==> config.mk <==
export PLATFORM = sky130hd
export DESIGN_NAME = nibble_serial_add_ctrl
export DESIGN_NICKNAME = d
export VERILOG_FILES = /design/src/rtl/nibble_serial_add_ctrl.sv
export SDC_FILE = /design/constraint.sdc
export NUM_CORES = 1
export LEC_CHECK = 0
export BUFFER_PORTS_ARGS = -buffer_cell sky130_fd_sc_hd__buf_2
export CORE_ASPECT_RATIO = 1.4
export CORE_MARGIN = 3
export CORE_UTILIZATION = 35
export CTS_CLUSTER_DIAMETER = 50
export DETAILED_ROUTE_END_ITERATION = 6
export SLEW_MARGIN = 20
export SYNTH_ARGS = -nofsm -noshare
export SYNTH_HDL_FRONTEND = slang
export SYNTH_SLANG_ARGS = --single-unit
==> constraint.sdc <==
create_clock -name clk -period 4.8 [get_ports clk]
set_input_delay 0.24 -clock clk [delete_from_list [all_inputs] [get_ports clk]]
set_output_delay 0.24 -clock clk [all_outputs]
set_load 0.03 [all_outputs]
==> src/rtl/nibble_serial_add_ctrl.sv <==
// -----------------------------------------------------------------------------
// nibble_serial_add_ctrl
//
// Purpose:
//    Performs a wide add or subtract by time-multiplexing one external 4-bit
//    ripple adder. Each clock drives one nibble of the operands, least
//    significant nibble first. The carry between nibbles is held in a register.
//    The sum nibbles are collected into the wide result.
//
// Ports:
//    clk         in   system clock, rising edge
//    rst_n       in   asynchronous active-low reset
//    start       in   request, sampled only while idle
//    sub         in   0 = A+B, 1 = A-B (sampled with start)
//    op_a, op_b  in   4*NIBBLES-bit operands (sampled with start)
//    busy        out  high whenever the sequencer is not idle
//    done        out  one-cycle completion strobe
//    result      out  4*NIBBLES-bit sum/difference (modulo 2^(4*NIBBLES))
//    cout        out  final carry out (subtract: 1 = no borrow)
//    adder_a     out  nibble to external adder A
//    adder_b     out  nibble to external adder B (already inverted for subtract)
//    adder_cin   out  carry into external adder
//    adder_sum   in   external adder sum (combinational)
//    adder_cout  in   external adder carry out
//    ovf         out  signed overflow flag (only when SIGNED_OVF_EN is defined)
//
// Configuration:
//    Define SIGNED_OVF_EN to add the ovf output and its logic.
// -----------------------------------------------------------------------------
module nibble_serial_add_ctrl #(
   parameter int NIBBLES = 4
) (
   input  logic                   clk,
   input  logic                   rst_n,
   input  logic                   start,
   input  logic                   sub,
   input  logic [4*NIBBLES-1:0]   op_a,
   input  logic [4*NIBBLES-1:0]   op_b,
   output logic                   busy,
   output logic                   done,
   output logic [4*NIBBLES-1:0]   result,
   output logic                   cout,
   output logic [3:0]             adder_a,
   output logic [3:0]             adder_b,
   output logic                   adder_cin,
   input  logic [3:0]             adder_sum,
   input  logic                   adder_cout
`ifdef SIGNED_OVF_EN
   ,
   output logic                   ovf
`endif
);

   localparam int W  = 4 * NIBBLES;
   localparam int IW = (NIBBLES > 1) ? $clog2(NIBBLES) : 1;
   localparam logic [IW-1:0] IDX_ONE  = IW'(1);
   localparam logic [IW-1:0] IDX_LAST = IW'(NIBBLES - 1);

   typedef enum logic [1:0] {
      ST_IDLE = 2'd0,
      ST_RUN  = 2'd1,
      ST_DONE = 2'd2
   } state_t;

   state_t          state_r;
   state_t          state_next_s;
   logic [IW-1:0]   idx_r;
   logic [W-1:0]    a_sh_r;
   logic [W-1:0]    b_sh_r;
   logic [3:0]      adder_a_r;
   logic [3:0]      adder_b_r;
   logic            adder_cin_r;
   logic [W-1:0]    result_r;
   logic            cout_r;
   logic            busy_r;
   logic            done_r;
   logic            last_s;
`ifdef SIGNED_OVF_EN
   logic            ovf_r;
`endif

   // For subtract, B is inverted once here and the +1 enters as the first carry-in.
   function automatic logic [W-1:0] cond_invert(input logic [W-1:0] value, input logic inv);
      cond_invert = value ^ {W{inv}};
   endfunction

   assign last_s = (idx_r == IDX_LAST);

   // State register
   always_ff @(posedge clk or negedge rst_n) begin
      if (!rst_n) begin
         state_r <= ST_IDLE;
      end else begin
         state_r <= state_next_s;
      end
   end

   // Next-state decode
   always_comb begin
      state_next_s = state_r;
      case (state_r)
         ST_IDLE: begin
            if (start) begin
               state_next_s = ST_RUN;
            end else begin
               state_next_s = ST_IDLE;
            end
         end
         ST_RUN: begin
            if (last_s) begin
               state_next_s = ST_DONE;
            end else begin
               state_next_s = ST_RUN;
            end
         end
         ST_DONE: state_next_s = ST_IDLE;
         default: state_next_s = ST_IDLE;
      endcase
   end

   // Status strobes are registered from the next state so that they line up with the state.
   always_ff @(posedge clk or negedge rst_n) begin
      if (!rst_n) begin
         busy_r <= 1'b0;
         done_r <= 1'b0;
      end else begin
         busy_r <= (state_next_s != ST_IDLE);
         done_r <= (state_next_s == ST_DONE);
      end
   end

   // Operand latching, adder drive, carry chain and result assembly
   always_ff @(posedge clk or negedge rst_n) begin
      if (!rst_n) begin
         idx_r       <= {IW{1'b0}};
         a_sh_r      <= {W{1'b0}};
         b_sh_r      <= {W{1'b0}};
         adder_a_r   <= 4'd0;
         adder_b_r   <= 4'd0;
         adder_cin_r <= 1'b0;
         result_r    <= {W{1'b0}};
         cout_r      <= 1'b0;
`ifdef SIGNED_OVF_EN
         ovf_r       <= 1'b0;
`endif
      end else begin
         case (state_r)
            ST_IDLE: begin
               if (start) begin
                  // Nibble 0 is loaded straight into the drive registers.
                  // The shifters keep the remaining upper nibbles.
                  idx_r       <= {IW{1'b0}};
                  adder_a_r   <= op_a[3:0];
                  adder_b_r   <= op_b[3:0] ^ {4{sub}};
                  adder_cin_r <= sub;
                  a_sh_r      <= op_a >> 3'd4;
                  b_sh_r      <= cond_invert(op_b, sub) >> 3'd4;
               end else begin
                  idx_r       <= idx_r;
               end
            end
            ST_RUN: begin
               result_r[{idx_r, 2'b00} +: 4] <= adder_sum;
               idx_r <= idx_r + IDX_ONE;
               if (last_s) begin
                  cout_r      <= adder_cout;
`ifdef SIGNED_OVF_EN
                  ovf_r       <= (adder_a_r[3] == adder_b_r[3]) && (adder_sum[3] != adder_a_r[3]);
`endif
                  // Drive returns to zero once the operation leaves RUN.
                  adder_a_r   <= 4'd0;
                  adder_b_r   <= 4'd0;
                  adder_cin_r <= 1'b0;
               end else begin
                  adder_a_r   <= a_sh_r[3:0];
                  adder_b_r   <= b_sh_r[3:0];
                  adder_cin_r <= adder_cout;
                  a_sh_r      <= a_sh_r >> 3'd4;
                  b_sh_r      <= b_sh_r >> 3'd4;
               end
            end
            ST_DONE: begin
               idx_r <= idx_r;
            end
            default: begin
               idx_r <= {IW{1'b0}};
            end
         endcase
      end
   end

   assign busy      = busy_r;
   assign done      = done_r;
   assign result    = result_r;
   assign cout      = cout_r;
   assign adder_a   = adder_a_r;
   assign adder_b   = adder_b_r;
   assign adder_cin = adder_cin_r;
`ifdef SIGNED_OVF_EN
   assign ovf       = ovf_r;
`endif

endmodule
==> results.json <==
{
  "drt-initial-drc-count": 70,
  "async_flop_share": 1.000,
  "status": "complete, no violations",
  "core-area_um2": 7845,
  "slew_headroom": 0.4954,
  "reg2reg_depth": 4,
  "rsz0062_at_grt": "no",
  "hpwlAfterDp_mm": 4.167,
  "met2_usage": 0.2040,
  "grt_max_degree": 57,
  "cap_violations": 0,
  "die_area_um2": 9308,
  "synth_cells": 246,
  "ios": 69,
  "wl_per_cell_um": 14.04,
  "r2r_end": "b_sh_r[6]$_DFFE_PN0P_",
  "holdCritPathClass": "input pin to async pin",
  "drtPass1Iterations": 4,
  "leakage_nw": 1.654,
  "grt_pass1_wl_mm": 9.294,
  "cts_tree": "done",
  "ys_seq_elements": 56,
  "cts-buffers-inserted": 5,
  "synth_edf_count": 0,
  "synth_flop_cell": "dfrtp_1",
  "final_nets": 355,
  "area.growth.synth_to_final_pct": 17.41,
  "fillers": 772,
  "grt_pass1_vias": 1891,
  "clockRootBuffer": "clkbuf_8",
  "synth.area.top_cells": "dfrtp_1 (49%), mux2_4 (8.4%), nand2_1 (4.7%)",
  "powerDensity_nw_per_um2": 709.6,
  "clkSlewWorstSetupHoldPaths_ns": 0.10,
  "ys_warn_count": 0,
  "cp_cell_sequence": "ha_1 > nand2b_1 > a21oi_4 > mux2_2",
  "clock_latency_ns": 0.31,
  "grt_overflow": 0,
  "drt.antenna.violating_nets": 0,
  "fp.dieH_um": 113.0,
  "cp-end-kind": "register",
  "antenna_found_initial": 0,
  "busiest_layer": "met2",
  "hold_viol": 0,
  "cp_slowest_cell": "a21oi_4",
  "criticalPathCategory": "register to register",
  "final_util": 0.4281,
  "num_antenna_cells": 0,
  "die_w_um": 82.40,
  "post-cts-setup-buffers": 0,
  "tns_ns": 0,
  "cts_hold_buf": 0,
  "tightestPinTransition_ns": 0.7552,
  "drc": 0,
  "synth_commonest_cells": "dfrtp_1 (56), nand2_1 (36), o21ai_0 (17)",
  "crit_fanout": 21,
  "start_util": 0.3646,
  "r2r_slack_ns": 2.54,
  "synth_fp_nets": 293,
  "use_met3": 0.02866,
  "num_rows": 38,
  "grt_usage": 0.1294,
  "max_freq_mhz": 441.9,
  "drv_slew": 0,
  "viasPerCell": 4.804,
  "portBuffers": 68,
  "setup-violations-final": 0,
  "h-tree-depth": 2,
  "post_cts_resized": 0,
  "ys_types": 32,
  "yosysMostFrequentCell": "dfrtp_1",
  "design_area_um2": 3358,
  "via_count": 1965,
  "gp_congestion": 0.7429,
  "synth_top_area_cell": "dfrtp_1",
  "avgSynthCellArea_um2": 11.63,
  "slowest_delay_ns": 0.65,
  "wl_mm": 5.741,
  "cp-start-kind": "register",
  "r2r-start": "idx_r[0]$_DFFE_PN0P_",
  "vdd_drop_max_uv": 264.1,
  "clockBufferDepth": 2,
  "yosysTopAreaCellShare": 0.4899,
  "cts_num_sinks": 56,
  "period_minus_slack_ns": 2.263,
  "fin_crit_sh": 0.4715,
  "grt_use_met1": 0.1678,
  "skew_ns": 0.005445,
  "arrival_ns": 2.46,
  "required_ns": 5.00,
  "dpl_cell_area_um2": 3231,
  "drive_above_1_share": 0.3592,
  "netlist_area_um2": 2860,
  "ys_seq_area_frac": 0.4899
}
==> how the worst max path moves through the flow <==
stage	start	to	slack [ns]	cells after the start
floorplan	idx_r[0]$_DFFE_PN0P_	b_sh_r[0]$_DFFE_PN0P_	3.07	5
global placement	state_r[0]$_DFF_PN0_	b_sh_r[9]$_DFFE_PN0P_	2.37	3
detailed placement	state_r[0]$_DFF_PN0_	b_sh_r[6]$_DFFE_PN0P_	2.31	3
CTS	state_r[0]$_DFF_PN0_	b_sh_r[6]$_DFFE_PN0P_	2.30	3
global route	idx_r[0]$_DFFE_PN0P_	b_sh_r[6]$_DFFE_PN0P_	2.37	4
finish	idx_r[0]$_DFFE_PN0P_	b_sh_r[6]$_DFFE_PN0P_	2.54	4
==> where the power goes <==
| part | internal, mW | leakage, nW | total [mW] | switching (mW) |
|---|---|---|---|---|
| logic | 0.532 | 0.872 | 1.19 | 0.657 |
| registers | 0.690 | 0.718 | 0.860 | 0.170 |
| clock network | 0.184 | 0.0645 | 0.334 | 0.149 |
| total | 1.41 | 1.65 | 2.38 | 0.977 |
==> critical path: cells and delay by family (launching register included) <==
family	cells	cell delay [ns]
adders and majority gates	1	0.37
DFF	1	0.51
AOI/OAI and AO/OA	1	0.65
and+or+nand+nor	1	0.22
muxes	1	0.41
==> sequential cells by signal (all words and copies together), names as in the netlist <==
register / count
cout: 1
busy: 1
state_r: 2
done: 1
adder_b: 4
idx_r: 2
adder_cin: 1
a_sh_r: 12
result: 16
b_sh_r: 12
adder_a: 4
==> stage by stage <==
stage	setup WS (ns)	cells	total power [mW]	hold slack, ns
3_3_place_gp	2.374	401	2.055	0.4219
4_1_cts	2.304	409	2.417	0.08004
3_5_place_dp	2.307	401	2.080	0.4318
5_1_grt	2.371	409	2.558	0.1112
6_report	2.537	409	2.383	0.05457
2_1_floorplan	3.073	246	1.849	-0.05559
==> cell families (layout without fill, tap and decap cells) <==
family,after synthesis,after routing,share of synthesized area
DFF,56,56,0.4899
muxes,30,30,0.1391
and+or+nand+nor,65,65,0.1242
xor gates and xnor gates,16,16,0.04899
AOI/OAI and AO/OA,54,54,0.1290
buffers and inverters,19,82,0.04243
adders and majority gates,6,6,0.02625
==> layout make-up <==
type	instances	area, um2	share of cell area
sequential	56	1403	0.4177
multi-input combinational	171	1338	0.3983
timing repair buffer	69	347.8	0.1036
tap	100	125.1	0.03726
clock buffer	7	96.34	0.02869
clock inverter	1	30.03	0.008942
inverter	5	18.77	0.005589
==> routing by layer <==
layer | up-vias | share of wire | wire length [um]
met5 | - | 0 | 0
met4 | 0 | 0.020 | 115
met3 | 7 | 0.053 | 305
met2 | 48 | 0.49 | 2813
met1 | 925 | 0.44 | 2507
li1 | 985 | - | -
==> cell usage in the layout (no fill, tap or decap), types with 6 or more instances in the layout <==
master     n
clkbuf_8   7
nand2_1   36
mux2_4    16
o21ai_0   17
ha_1       6
mux2_2    12
nor2_1     7
xnor2_1   12
dfrtp_1   55
a21oi_1    9
o41ai_1    6
nor2b_1    6
buf_2     68
a22o_1     7
Power figures use the tool's default switching activity.
